===== src/rtl/multdiv_sequencer.sv =====
// multdiv_sequencer: iteration sequencer for the shared multiply/divide unit.
// Steps the datapath through LOAD, N RUN iterations and a one-cycle DONE,
// tracks the operation type and reports the exception with the ready pulse.
//
// Build option: define MULTDIV_DIV0_FAST_EN to make a divide-by-zero start
// skip LOAD/RUN and report DONE with the exception in the next cycle.
//
// Ports:
//   clock, reset           clock and synchronous active-high reset
//   ctrl_MULT, ctrl_DIV    single-cycle start pulses (multiply has priority)
//   divisor_zero           divisor == 0, sampled with the start
//   mult_overflow          datapath overflow, sampled in the last multiply iteration
//   load_operands          datapath operand load strobe (LOAD)
//   iter_enable            datapath iteration strobe (RUN)
//   is_div                 latched operation type (1 = divide)
//   iteration              current 0-based iteration index
//   last_iter              final iteration of the current operation
//   busy                   LOAD, RUN or DONE
//   data_resultRDY         one-cycle result-valid pulse (DONE)
//   data_exception         overflow / divide-by-zero, valid with data_resultRDY
module multdiv_sequencer #(
  parameter int unsigned MULT_ITERS = 16,
  parameter int unsigned DIV_ITERS  = 32,
  parameter int unsigned CNT_W      = 6
) (
  input  logic             clock,
  input  logic             reset,
  input  logic             ctrl_MULT,
  input  logic             ctrl_DIV,
  input  logic             divisor_zero,
  input  logic             mult_overflow,
  output logic             load_operands,
  output logic             iter_enable,
  output logic             is_div,
  output logic [CNT_W-1:0] iteration,
  output logic             last_iter,
  output logic             busy,
  output logic             data_resultRDY,
  output logic             data_exception
);

  typedef enum logic [1:0] {
    ST_IDLE = 2'd0,
    ST_LOAD = 2'd1,
    ST_RUN  = 2'd2,
    ST_DONE = 2'd3
  } state_e;

  state_e           state_q, state_d;
  logic [CNT_W-1:0] cnt_q, cnt_d;
  logic             is_div_q, is_div_d;
  logic             div0_q, div0_d;
  logic             ovf_q, ovf_d;

  logic             start;
  logic             start_div;
  logic [CNT_W-1:0] last_idx;
  logic             at_last;

  assign start     = ctrl_MULT | ctrl_DIV;
  assign start_div = ctrl_DIV & ~ctrl_MULT;
  assign last_idx  = is_div_q ? CNT_W'(DIV_ITERS - 1) : CNT_W'(MULT_ITERS - 1);
  assign at_last   = (cnt_q == last_idx);

  // State and bookkeeping registers
  always_ff @(posedge clock) begin
    if (reset) begin
      state_q  <= ST_IDLE;
      cnt_q    <= '0;
      is_div_q <= 1'b0;
      div0_q   <= 1'b0;
      ovf_q    <= 1'b0;
    end else begin
      state_q  <= state_d;
      cnt_q    <= cnt_d;
      is_div_q <= is_div_d;
      div0_q   <= div0_d;
      ovf_q    <= ovf_d;
    end
  end

  // Next-state logic; an accepted start overrides whatever the current state wants
  always_comb begin
    state_d  = state_q;
    cnt_d    = cnt_q;
    is_div_d = is_div_q;
    div0_d   = div0_q;
    ovf_d    = ovf_q;

    case (state_q)
      ST_IDLE: ;
      ST_LOAD: state_d = ST_RUN;
      ST_RUN: begin
        if (at_last) begin
          state_d = ST_DONE;
          if (!is_div_q) ovf_d = mult_overflow;
        end else begin
          cnt_d = cnt_q + CNT_W'(1);
        end
      end
      ST_DONE: begin
        state_d = ST_IDLE;
        cnt_d   = '0;
      end
      default: state_d = ST_IDLE;
    endcase

    if (start) begin
      state_d  = ST_LOAD;
      is_div_d = start_div;
      div0_d   = start_div & divisor_zero;
      cnt_d    = '0;
`ifdef MULTDIV_DIV0_FAST_EN
      // Nothing to compute for a zero divisor: report straight away
      if (start_div & divisor_zero) state_d = ST_DONE;
`endif
    end
  end

  // Outputs are pure decodes of registered state
  assign load_operands  = (state_q == ST_LOAD);
  assign iter_enable    = (state_q == ST_RUN);
  assign last_iter      = (state_q == ST_RUN) & at_last;
  assign busy           = (state_q != ST_IDLE);
  assign data_resultRDY = (state_q == ST_DONE);
  assign data_exception = (state_q == ST_DONE) & (is_div_q ? div0_q : ovf_q);
  assign is_div         = is_div_q;
  assign iteration      = cnt_q;

endmodule


===== config.mk =====
export PLATFORM = sky130hd
export DESIGN_NAME = multdiv_sequencer
export DESIGN_NICKNAME = d
export VERILOG_FILES = /design/src/rtl/multdiv_sequencer.sv
export SDC_FILE = /design/constraint.sdc
export NUM_CORES = 1
export LEC_CHECK = 0
export BUFFER_PORTS_ARGS = -buffer_cell sky130_fd_sc_hd__clkbuf_2
export CAP_MARGIN = 20
export CELL_PAD_IN_SITES_DETAIL_PLACEMENT = 1
export CELL_PAD_IN_SITES_GLOBAL_PLACEMENT = 2
export CORE_UTILIZATION = 31
export CTS_CLUSTER_DIAMETER = 80
export DETAILED_ROUTE_END_ITERATION = 10
export HOLD_SLACK_MARGIN = 0.05
export MAX_ROUTING_LAYER = met4
export PLACE_DENSITY = 0.84
export SLEW_MARGIN = 20
export SYNTH_ARGS = -nofsm -noshare
export SYNTH_HDL_FRONTEND = slang
export SYNTH_SLANG_ARGS = --single-unit

===== constraint.sdc =====
create_clock -name clock -period 4.25 [get_ports clock]
set_input_delay 0.425 -clock clock [delete_from_list [all_inputs] [get_ports clock]]
set_output_delay 0.425 -clock clock [all_outputs]
set_load 0.005 [all_outputs]

# After elaboration in Yosys (flattened, before gate mapping)
# Index checks and enable logic that the tools add are counted.
# word_totals
elab_cells,37
input_bits,6
register_bits,11
# op_classes
n_addsub,1
mux,7
reduce_logical,9
n_bitwise,7
eq_ne,7
# ops
cell,count
$pmux W6 S2,1
$add A6 B1 Y6 const B,1
$eq A6 B5 Y1,1
$mux W6,1
$pmux W2 S3,1
$reduce_and A2 Y1,3
$mux W5,1
$and A1 B1 Y1,4
$eq A2 B2 Y1 const B,2
$reduce_bool A2 Y1,2
$reduce_bool A4 Y1,1
$ne A3 B1 Y1 const B,1
$reduce_and A3 Y1,1
$reduce_bool A3 Y1,1
$eq A2 B1 Y1 const B,1
$mux W1,2
$mux W2,1
$ne A2 B1 Y1 const B,1
$ne A2 B2 Y1 const B,1
$not A1 Y1,2
$reduce_or A2 Y1,1
$or A1 B1 Y1,1

# Logic depth before layout (Yosys ltp)
# logic_depth
word_depth,5
ltp_mapped,7

# Worst setup path before layout
# No wires, ideal clock.
# synth_path
kind,reg-to-reg
startpoint,register state_q[0]
endpoint,"register cnt_q[5], in the netlist iteration[5]"
path_buffers,1
path_slack_ns,2.567
required_time_ns,4.171
stages_incl_launch_ff,8
arrival_time_ns,1.604
setup_ns,0.079
synth_period_minus_slack_ns,1.683
path_cell_list,dfxtp_1 inv_1 ha_1 buf_4 nand4_1 or2_0 or3_1 a211oi_2
# synth_between
elab_chain_len,3
elab_cells_between_ends,6
# synth_rtl
item,line,text
start: declaration,49,"state_e state_q, state_d;"
start signal: assignment,74,state_q <= state_d;
$eq A2 B2 Y1 *,--,
net iter_enable,33,"output logic iter_enable,"
$ne A2 B2 Y1 (no source line) / $reduce_bool A2 Y1 (equally long branches),--,
$reduce_and A2 Y1 (no source line),--,
end signal: assignment,75,cnt_q <= cnt_d;
end: declaration,50,"logic [CNT_W-1:0] cnt_q, cnt_d;"
# Mark *: on every way through the listed nets, which the timed path passes. The rest lies on a longest branch.
# A chain may end at the register's enable or synchronous reset.

# Worst setup path after layout
# layout_path
startpoint,register state_q[0]
endpoint,output port last_iter
# layout_between
elab_chain_len,2
# layout_rtl
item,line,text
$eq A2 B2 Y1,123,assign last_iter = (state_q == ST_RUN) & at_last;
$and A1 B1 Y1,123,
end: declaration,36,"output logic last_iter,"
# Every way passes these cells.

==> metrics.md <==
| Metric | Value |
|---|---|
| Final Hold Violating Endpoints | `0` |
| Hold Crit Depth | `2` |
| Placer congestion estimate | `between 0.7 and 0.8` |
| Cell depth of the worst flop-to-flop path | `6` |
| Largest net degree at the start of global routing | `12` |
| Critical Path End Type | `output port` |
| Deepest clock path buffer count | `2` |
| Initial Util | `0.342` |
| DIE WIDTH | `49.5 um` |
| Worst reg2reg setup slack | `between 2000 and 2500 ps` |
| H-Tree Level Count | `1` |
| Min-Delay Endpoint | `is_div` |
| Setup Crit Path Kind | `flop to output port` |
| Number of distinct library cells after synthesis | `33` |
| Final setup fails | `0` |
| Filler instances | `between 200 and 300` |
| Top cell type's share of synthesized area | `0.315` |
| Via/cell ratio | `5.06` |
| Die H | `~50 um` |
| Tcrit/Tclk final | `0.489` |
| Initial antenna violation count | `0` |
| Sequential power share | `0.531` |
| Outcome | `finished, final reports clean` |
| Worst min path class | `input port to flop` |
| Clock network fraction of design power | `0.370` |
| PwrDens | `246 mW/mm2` |
| Switching power total | `0.0000530 W` |
| Worst r2r dst | `iteration[5]` |
| DR WL/cell | `13.4 um` |
| Detailed Route WL | `1680 um` |
| Initial DRC count | `1` |
| Sum Neg Setup Slack | `0 ps` |
| Number of global-route vias before repair | `601` |
| Routed Antenna Nets | `0` |
| CTS Hold Buffers Added | `0` |
| Crit path DAT | `~1700 ps` |
| Pins Over Slew Limit | `0` |
| Number of cell rows | `16` |
| Total congestion overflow | `0` |
| Syn Nets | `94` |
| Final nets | `113` |
| MaxCap Viol Count | `0` |
| Nature of the critical path startpoint | `flop` |
| First drt pass iteration count | `2` |
| Routed vias | `633` |
| Clock Sinks | `11` |
| Clock transition at path regs | `80 ps` |
| Leakage power | `around 0.36 nW` |
| Final worst path period need | `2080 ps` |
| Netlist Area Pre-Place | `roughly 700 um2` |
| Syn_area_per_cell | `roughly 8.7 um2` |
| Register area | `220 um2` |
| Maximum clock rate | `0.481 GHz` |
| First-pass GRT wire length | `2790 um` |
| Post-cts resize count | `0` |
| DRC Markers | `0` |
| Worst path required time | `between 3000 and 4000 ps` |
| Area growth from synthesis to layout | `18.3%` |
| Synth warn | `0` |
| I/O pin count | `19` |
| Clock buffer count from CTS | `3` |
| Cell taking the most area after synthesis | `dfxtp_1` |
| Share of power burned in combinational logic | `0.099` |
| Max-Slew Margin vs Limit | `0.712` |
| Unrepaired setup endpoints after global routing | `false` |
| Post-Layout Cell Count | `125` |
| Footprint of the multi-input gates | `437 um2` |
| Max VDD drop | `0.123 mV` |
| Sw Ratio | `0.261` |
| Synth Register Bits | `11` |
| Setup Buffers After CTS | `0` |
| Die area | `roughly 0.0024 mm2` |
| Post-synthesis sequential area ratio | `0.315` |
| Buffers on Ports | `18` |
| Synth area leaders | `dfxtp_1 32%, ha_1 14%, nor2_1 4.3%` |
| Tot GR Track Use | `0.159` |
| Worst-margin pin slew | `roughly 430 ps` |
| Antenna cell count | `0` |
| CTS tree | `done` |
| Cell internal pwr | `0.000150 W` |
| Core area | `a little over 0.002 mm2` |
| Post-DP HPWL | `1260 um` |
| Reg-to-Reg Start | `state_q[0]` |
| CTS root buffer | `clkbuf_4` |
| Max Fanout on Critical Path | `10` |
| Worst skew pair latency | `270 ps` |
| Clock Skew | `2.72 ps` |
| Placed Cells incl. Taps | `121` |
| Synth Instances | `80` |
| Layout cells sized above 1 | `0.235` |
| Hold Crit Start | `ctrl_MULT` |
## worst max-delay path by stage
stage | from | slack, ps | to
6_report | state_q[0] | 2170 | last_iter
5_1_grt | state_q[0] | 2010 | last_iter
4_1_cts | state_q[0] | 2140 | last_iter
3_5_place_dp | state_q[0] | 2400 | iteration[5]
3_3_place_gp | state_q[0] | 2470 | iteration[5]
2_1_floorplan | state_q[0] | 2570 | iteration[5]
## cell families (layout without fill, tap and decap cells)
family,count (synthesis),after routing,share of synthesized area
AND/OR/NAND/NOR,27,27,0.211
AO/OA/AOI/OAI,19,19,0.181
flip-flops,11,11,0.315
buffers and inverters,9,27,0.0591
adder cells (fa/ha/maj),8,8,0.143
XOR/XNOR,4,4,0.0609
multiplexers,2,2,0.0287
## metal layers
metal  global-route usage  part of all wire  vias up
li1                     -                 -      319
met1                0.188              0.46      298
met2                0.247              0.49       14
met3               0.0370             0.043        2
met4               0.0905            0.0059        0
met5                    -                 0        -
## registers in the layout, indices dropped and copies added (netlist names)
name       cells
div0_q         1
is_div         1
iteration      6
ovf_q          1
state_q        2
## synthesized netlist by cell type
cell / number
dfxtp_1: 11
ha_1: 8
nor2_1: 8
a21oi_1: 5
inv_1: 5
nand2_1: 3
nand3b_1: 3
nor3_1: 3
o21ai_0: 3
a31oi_1: 2
buf_4: 2
clkbuf_1: 2
mux2i_1: 2
o21a_1: 2
or3_1: 2
xor2_1: 2
a211oi_2: 1
a21boi_0: 1
a311oi_1: 1
and3_1: 1
and4b_1: 1
nand3_1: 1
nand4_1: 1
nand4b_1: 1
nor2b_1: 1
o2111ai_1: 1
o211ai_1: 1
o21ai_1: 1
o41ai_1: 1
or2_0: 1
or2b_1: 1
xnor2_1: 1
xor2_2: 1
## power groups by stage
stage / Combinational, W / Sequential (W) / Clock [W]
floorplan: 0.0000133 / 0.000109 / 0
global placement: 0.0000198 / 0.000110 / 0
detailed placement: 0.0000203 / 0.000110 / 0
CTS: 0.0000204 / 0.000108 / 0.0000798
global route: 0.0000231 / 0.000108 / 0.0000854
finish: 0.0000201 / 0.000108 / 0.0000752
## cell type report
cell class              count  share of cell area
flip-flops and latches     11               0.267
well taps                  27              0.0409
multi-input cells          60               0.529
inverters                   5              0.0227
clock buffers               4              0.0318
repair buffers             18               0.109
## per-stage QoR
step | setup WS [ps] | hold WS (ps) | util | power (W) | instance area (um2)
global route | 2010 | 376 | 0.404 | 0.000217 | 826
detailed placement | 2400 | 477 | 0.392 | 0.000131 | 800
global placement | 2470 | 466 | 0.392 | 0.000130 | 800
finish | 2170 | 379 | 0.404 | 0.000203 | 826
floorplan | 2570 | 447 | - | 0.000122 | 698
CTS | 2140 | 367 | 0.404 | 0.000208 | 826
## critical path, stage by stage (launching register included)
cell and delay (ps):
dfxtp_1 360, inv_1 130, ha_1 350, nand3_1 220, inv_1 180, clkbuf_2 140
## layout by cell type, fill, tap and decap left out
cell,count
a211oi_2,1
a21boi_0,1
a21oi_1,5
a311oi_1,1
a31oi_1,2
and3_1,1
and4b_1,1
clkbuf_1,1
clkbuf_2,18
clkbuf_4,3
dfxtp_1,11
ha_1,8
inv_1,5
mux2i_1,2
nand2_1,3
nand3_1,1
nand3b_1,3
nand4_1,1
nand4b_1,1
nor2_1,8
nor2b_1,1
nor3_1,3
o2111ai_1,1
o211ai_1,1
o21a_1,2
o21ai_0,3
o21ai_1,1
o41ai_1,1
or2_0,1
or2b_1,1
or3_1,2
xnor2_1,1
xor2_1,2
xor2_2,1
Power figures use the tool's default switching activity.
